--- src/rtl/pio_ram_pkg.sv ---
`default_nettype none
// ============================================================================
//  Module      : pio_ram_pkg
//  Description : Shared constants and types for the PIO RAM TX command path.
//                Holds the command header nibbles, the idle nibble, the nibble
//                width and the transaction-kind enum used for read/write
//                fairness tracking.
//  Revision    : 1.0 - initial release
// ============================================================================
package pio_ram_pkg;

    localparam int         NIBBLE_W    = 4;
    localparam logic [3:0] CMD_READ    = 4'h1;
    localparam logic [3:0] CMD_WRITE   = 4'h2;
    localparam logic [3:0] IDLE_NIBBLE = 4'h0;

    typedef enum logic {
        TXN_READ  = 1'b0,
        TXN_WRITE = 1'b1
    } txn_kind_t;

    // Nibbles on the wire for a transaction carrying 'bits' payload bits:
    // one header nibble plus the payload split into whole nibbles.
    function automatic int nibble_count(input int bits);
        return 1 + bits / NIBBLE_W;
    endfunction

endpackage
`default_nettype wire

--- src/rtl/pio_ram_tx_nibble_shift_out.sv ---
`default_nettype none
// ============================================================================
//  Module      : nibble_shift_out
//  Description : Load/stall-controlled nibble serializer. A load places the
//                lowest nibble of load_data_i on nibble_o the following cycle
//                and queues the rest; each non-stalled cycle advances by one
//                nibble, LSB first, until load_count_i nibbles have been shown.
//  Ports       : clk, reset      - clock, synchronous active-high reset
//                load_i          - start a new word (overrides advance)
//                load_data_i     - word to serialize
//                load_count_i    - number of nibbles to present
//                stall_i         - hold the current nibble and counter
//                nibble_o        - registered nibble output (IDLE when empty)
//                valid_o         - registered, high while a nibble is shown
//                last_o          - the nibble on nibble_o is the final one
//  Revision    : 1.0 - initial release
// ============================================================================
module nibble_shift_out
    import pio_ram_pkg::*;
#(
    parameter int         WIDTH       = 36,
    parameter int         CNT_W       = 4,
    parameter logic [3:0] IDLE_NIBBLE = pio_ram_pkg::IDLE_NIBBLE
) (
    input  logic             clk,
    input  logic             reset,
    input  logic             load_i,
    input  logic [WIDTH-1:0] load_data_i,
    input  logic [CNT_W-1:0] load_count_i,
    input  logic             stall_i,
    output logic [3:0]       nibble_o,
    output logic             valid_o,
    output logic             last_o
);

    // shift_q holds the nibbles not yet shown; count_q counts the nibble on
    // nibble_o plus everything still waiting in shift_q.
    logic [WIDTH-1:0]    shift_q, shift_d;
    logic [CNT_W-1:0]    count_q, count_d;
    logic [NIBBLE_W-1:0] nibble_q, nibble_d;
    logic                valid_q, valid_d;

    always_comb begin
        shift_d  = shift_q;
        count_d  = count_q;
        nibble_d = nibble_q;
        if (load_i) begin
            nibble_d = load_data_i[NIBBLE_W-1:0];
            shift_d  = {{NIBBLE_W{1'b0}}, load_data_i[WIDTH-1:NIBBLE_W]};
            count_d  = load_count_i;
        end else if (!stall_i && count_q != '0) begin
            count_d  = count_q - CNT_W'(1);
            shift_d  = {{NIBBLE_W{1'b0}}, shift_q[WIDTH-1:NIBBLE_W]};
            nibble_d = (count_d != '0) ? shift_q[NIBBLE_W-1:0] : IDLE_NIBBLE;
        end
        valid_d = (count_d != '0);
    end

    always_ff @(posedge clk) begin
        if (reset) begin
            shift_q  <= '0;
            count_q  <= '0;
            nibble_q <= IDLE_NIBBLE;
            valid_q  <= 1'b0;
        end else begin
            shift_q  <= shift_d;
            count_q  <= count_d;
            nibble_q <= nibble_d;
            valid_q  <= valid_d;
        end
    end

    assign nibble_o = nibble_q;
    assign valid_o  = valid_q;
    assign last_o   = (count_q == CNT_W'(1));

endmodule
`default_nettype wire

--- src/rtl/pio_ram_tx.sv ---
`default_nettype none
// ============================================================================
//  Module      : pio_ram_tx
//  Description : Command serializer from the RAM clients (pixel writer and
//                scanout reader) to the 4-bit TX bus of the PIO RAM emulator.
//                Captures write address/data pairs and read requests, then
//                sends each transaction as header + address (+ data) nibbles,
//                LSB first, honouring tx_stall back-pressure.
//  Ports       : clk, reset                - clock, sync active-high reset
//                write_en, write_mode_data - writer offers addr (0) / data (1)
//                w_addr, w_data            - offered write address / data
//                write_accepted            - offered word taken this cycle
//                read_req, read_addr       - read request and its address
//                read_accepted             - read request taken this cycle
//                tx_stall                  - PIO cannot take a nibble
//                tx_data, tx_valid         - registered nibble bus to the PIO
//  Revision    : 1.0 - initial release
// ============================================================================
module pio_ram_tx
    import pio_ram_pkg::*;
#(
    parameter int         ADDR_BITS   = 16,
    parameter int         DATA_BITS   = 16,
    parameter logic [3:0] CMD_READ    = pio_ram_pkg::CMD_READ,
    parameter logic [3:0] CMD_WRITE   = pio_ram_pkg::CMD_WRITE,
    parameter logic [3:0] IDLE_NIBBLE = pio_ram_pkg::IDLE_NIBBLE
) (
    input  logic                 clk,
    input  logic                 reset,
    input  logic                 write_en,
    input  logic                 write_mode_data,
    input  logic [ADDR_BITS-1:0] w_addr,
    input  logic [DATA_BITS-1:0] w_data,
    output logic                 write_accepted,
    input  logic                 read_req,
    input  logic [ADDR_BITS-1:0] read_addr,
    output logic                 read_accepted,
    input  logic                 tx_stall,
    output logic [3:0]           tx_data,
    output logic                 tx_valid
);

    localparam int SHIFT_W       = NIBBLE_W + ADDR_BITS + DATA_BITS;
    localparam int READ_NIBBLES  = nibble_count(ADDR_BITS);
    localparam int WRITE_NIBBLES = nibble_count(ADDR_BITS + DATA_BITS);
    localparam int CNT_W         = $clog2(WRITE_NIBBLES + 1);

    typedef enum logic {
        ST_IDLE = 1'b0,
        ST_SEND = 1'b1
    } state_t;

    state_t               state_q;
    logic                 waddr_valid_q;
    logic                 wdata_valid_q;
    logic [ADDR_BITS-1:0] waddr_q;
    logic [DATA_BITS-1:0] wdata_q;
    txn_kind_t            last_kind_q;

    logic                 tx_last;
    logic                 start_slot;
    logic                 write_ready;
    logic                 start_read;
    logic                 start_write;
    logic                 addr_accept;
    logic                 data_accept;
    logic [SHIFT_W-1:0]   load_data;
    logic [CNT_W-1:0]     load_count;

    // A new transaction may start when the line is idle, or on the cycle the
    // final nibble is leaving so the next header follows with no gap.
    assign start_slot  = !tx_stall &&
                         ((state_q == ST_IDLE) || (state_q == ST_SEND && tx_last));
    assign write_ready = waddr_valid_q && wdata_valid_q;

    // Read wins if no write is ready, or if the last transaction was a write;
    // with both pending they alternate.
    assign start_read  = start_slot && read_req &&
                         (!write_ready || (last_kind_q == TXN_WRITE));
    assign start_write = start_slot && write_ready && !start_read;

    // A starting write frees the address slot in the same cycle, so a fresh
    // address can be captured right away.
    assign addr_accept = write_en && !write_mode_data && (!waddr_valid_q || start_write);
    assign data_accept = write_en && write_mode_data && waddr_valid_q && !wdata_valid_q;

    assign write_accepted = addr_accept || data_accept;
    assign read_accepted  = start_read;

    always_comb begin
        load_data  = {wdata_q, waddr_q, CMD_WRITE};
        load_count = CNT_W'(WRITE_NIBBLES);
        if (start_read) begin
            load_data  = {{DATA_BITS{1'b0}}, read_addr, CMD_READ};
            load_count = CNT_W'(READ_NIBBLES);
        end
    end

    always_ff @(posedge clk) begin
        if (reset) begin
            state_q       <= ST_IDLE;
            waddr_valid_q <= 1'b0;
            wdata_valid_q <= 1'b0;
            waddr_q       <= '0;
            wdata_q       <= '0;
            last_kind_q   <= TXN_READ;
        end else begin
            case (state_q)
                ST_IDLE: begin
                    if (start_read || start_write) begin
                        state_q <= ST_SEND;
                    end
                end
                ST_SEND: begin
                    if (tx_last && !tx_stall && !start_read && !start_write) begin
                        state_q <= ST_IDLE;
                    end
                end
                default: state_q <= ST_IDLE;
            endcase

            if (start_read) begin
                last_kind_q <= TXN_READ;
            end else if (start_write) begin
                last_kind_q <= TXN_WRITE;
            end

            // Clear on start first, then a same-cycle accept re-sets the flag.
            if (addr_accept) begin
                waddr_valid_q <= 1'b1;
                waddr_q       <= w_addr;
            end else if (start_write) begin
                waddr_valid_q <= 1'b0;
            end

            if (data_accept) begin
                wdata_valid_q <= 1'b1;
                wdata_q       <= w_data;
            end else if (start_write) begin
                wdata_valid_q <= 1'b0;
            end
        end
    end

    nibble_shift_out #(
        .WIDTH       (SHIFT_W),
        .CNT_W       (CNT_W),
        .IDLE_NIBBLE (IDLE_NIBBLE)
    ) u_shift (
        .clk          (clk),
        .reset        (reset),
        .load_i       (start_read || start_write),
        .load_data_i  (load_data),
        .load_count_i (load_count),
        .stall_i      (tx_stall),
        .nibble_o     (tx_data),
        .valid_o      (tx_valid),
        .last_o       (tx_last)
    );

endmodule
`default_nettype wire

--- config.mk ---
export PLATFORM = sky130hd
export DESIGN_NAME = pio_ram_tx
export DESIGN_NICKNAME = d
export VERILOG_FILES = /design/src/rtl/pio_ram_pkg.sv /design/src/rtl/pio_ram_tx_nibble_shift_out.sv /design/src/rtl/pio_ram_tx.sv
export SDC_FILE = /design/constraint.sdc
export NUM_CORES = 1
export LEC_CHECK = 0
export CAP_MARGIN = 20
export CORE_MARGIN = 5
export CORE_UTILIZATION = 48
export CTS_CLUSTER_DIAMETER = 40
export DETAILED_ROUTE_END_ITERATION = 12
export GPL_TIMING_DRIVEN = 0
export HOLD_SLACK_MARGIN = 0.12
export PLACE_DENSITY = 0.8
export SYNTH_ARGS = -nofsm -noshare
export SYNTH_HDL_FRONTEND = slang
export SYNTH_SLANG_ARGS = --single-unit
--- constraint.sdc ---
create_clock -name clk -period 4.5 [get_ports clk]
set_clock_uncertainty 0.05 [all_clocks]
set_input_delay 0.45 -clock clk [delete_from_list [all_inputs] [get_ports clk]]
set_output_delay 0.45 -clock clk [all_outputs]
set_load 0.005 [all_outputs]
==> results.ini <==
[finish]
layout_common_cells=dfxtp_1 (77), nor2_1 (59), clkdlybuf4s50_1 (59)
diodes=0
final_common_cell=dfxtp_1
final_cell_area_um2=4410
drive_gt1_share_pct=10.3
post-route-util_pct=61.7
area_delta_synth_final_pct=27.1
fillers=647
nets=545

[sta]
grt_setup_unrepaired=false
fin_crit_ns=3.34
drv_slew=0
finalSetupViolations=0
tightest_slew_ns=0.675
slew_headroom_pct=55.0
hold_viol=0
max_freq_mhz=300
period_share_pct=74.2
fin_setup_tns_ns=0

[worst_hold_path]
hold_depth=2
min_to=wdata_q[8]
hold_path_class=reg -> reg
holdCritStartpoint=wdata_q[8]

[synth]
yosysSeqAreaShare_pct=44.5
synth-xor-area-share_pct=0.253
synth.net_count=475
synth_ff_type=dfxtp_1
synth_top_family_by_area=simple AND/OR/NAND/NOR gates
synth_area_um2=3470
yosys_warnings=0
synth_cell_types=43
ys_ff_latch=77
synth-compound-area-share_pct=21.3
synth_area_per_cell_um2=8.29
synth-edff-count=0
synth_fa_ha_area_share_pct=1.08
async_reset_ff_share_pct=0
syn_inst=418
synth.area.mux_share_pct=4.91
synth-simple-area-share_pct=22.7

[power]
peakVddDrop_v=0.000233
cellPowerDensity_nw_per_um2=394
p_leak_nw=1.62

[floorplanning]
ios=61
rows=31
initial_core_util_pct=48.6
coreArea_um2=7140
die_height_um=95.0
dieArea_um2=9020
fp.dieW_um=95.0

[grt]
grt_usage_pct=20.9
grt_pass1_vias=3079
grt_max_degree=14
grt-ovfl-total=0
antenna_found_initial=0
grt_pass1_wl_um=14800

[worst_setup_path]
worstReg2RegEnd=u_shift.shift_q[3]
r2r-start=u_shift.count_q[1]
crit_path_start_kind=flip-flop
critical_path_class=reg -> out
r2r_cells=8
end_kind=primary output
cp_data_arrival_time_ns=2.84
reg2reg_slack_ns=1.97
cp_max_fo=10
cp.required_ns=4.00

[cts]
clk_latency_ns=0.34
cts_hold_buffers=0
path_clk_slew_ns=0.07
cts-resized-gates=0
cts_setup_buffers=0
cts_tree=built
cts_inserted_buffers=9
clockBufferDepth=2
cts_htree_levels=3
cts_root_buffer=clkbuf_8
clock_sinks=77

[run]
cap_violations=0

[placed_design]
placed_area_um2=4180
dp_hpwl_um=6640
gp_congestion=0.911
portBuffers=59

[drt]
firstDrtPassIters=7
post-route-drc-count=0
via_count=3233
routed_wl_um=8990
drt-initial-drc-count=170
post_drt_wl_per_cell_um=15.2
ant_nets=0
via_per_inst=5.46

[run_status]
status=finished clean

[cells in the mapped netlist (all sizes together) (2+ instances only)]
cell type   n  area, um2
dfxtp      77       1540
buf        11       81.3
nand3b      2       15.0
clkbuf     22       82.6
o21ai      15       75.1
a21oi      41        213
ha          3       37.5
a32oi       2       17.5
mux2i      17        170
inv         5       18.8
a22oi       4       30.0
nand3      32        160
nor3       22        110
nor2       60        233
a211oi     33        318
nand2      51        194
[routing by layer]
layer  GRT usage [%]  up-vias  wire [um]
met2            34.9      111       4160
met5               0        -          0
li1                -     1611          -
met4            9.38        0        259
met3            3.75       19        608
met1            26.2     1492       3960
[worst max-delay path by stage]
stage,from,endpoint,depth (start not counted)
2_1_floorplan,u_shift.count_q[0],write_accepted,7
4_1_cts,u_shift.count_q[0],write_accepted,8
3_3_place_gp,tx_stall,write_accepted,8
6_report,u_shift.count_q[0],write_accepted,8
5_1_grt,u_shift.count_q[0],write_accepted,8
3_5_place_dp,tx_stall,write_accepted,8
[report_power, final]
group          internal [mW]  total, mW  switching [mW]
Combinational          0.172      0.369           0.197
Clock                  0.326      0.578           0.252
Sequential             0.747      0.787          0.0407
Total                   1.25       1.73           0.489
[critical path: stages, from the launching register on]
cell,delay (ns)
dfxtp_1,0.48
ha_1,0.20
or3b_4,0.41
a211oi_1,0.31
o21ai_0,0.18
buf_6,0.19
buf_6,0.15
nand2_1,0.07
clkdlybuf4s50_1,0.51
[sequential cells by signal, summed over array words and instances (netlist names), 4 cells and up]
name              flops
u_shift.nibble_o      4
waddr_q              16
u_shift.shift_q      32
wdata_q              16
u_shift.count_q       4
[layout make-up]
cell class | count | area [um2] | share of cell area, %
clock buffer | 10 | 138 | 3.12
inverter | 5 | 18.8 | 0.426
multi-input combinational | 303 | 1740 | 39.6
sequential | 77 | 1540 | 35.0
tap | 99 | 124 | 2.81
clock inverter | 6 | 86.3 | 1.96
buffer | 33 | 164 | 3.72
timing repair buffer | 59 | 591 | 13.4
[logic make-up after synthesis]
logic type      Yosys count
buf+inv                  38
xor+xnor                  1
flops                    77
simple gates            177
compound gates          105
fa+ha+maj                 3
mux                      17
[through the flow]
step / worst slack [ns] / instances / total power [mW] / hold WS [ns]
after global placement: 1.43 / 576 / 1.16 / 0.396
final: 1.16 / 592 / 1.73 / 0.408
after CTS: 1.16 / 592 / 1.74 / 0.409
after detailed placement: 1.39 / 576 / 1.17 / 0.398
after global routing: 1.02 / 592 / 1.82 / 0.432
after floorplan: 2.27 / 418 / 1.04 / 0.386
No activity file was read; power rests on OpenSTA's default activity.
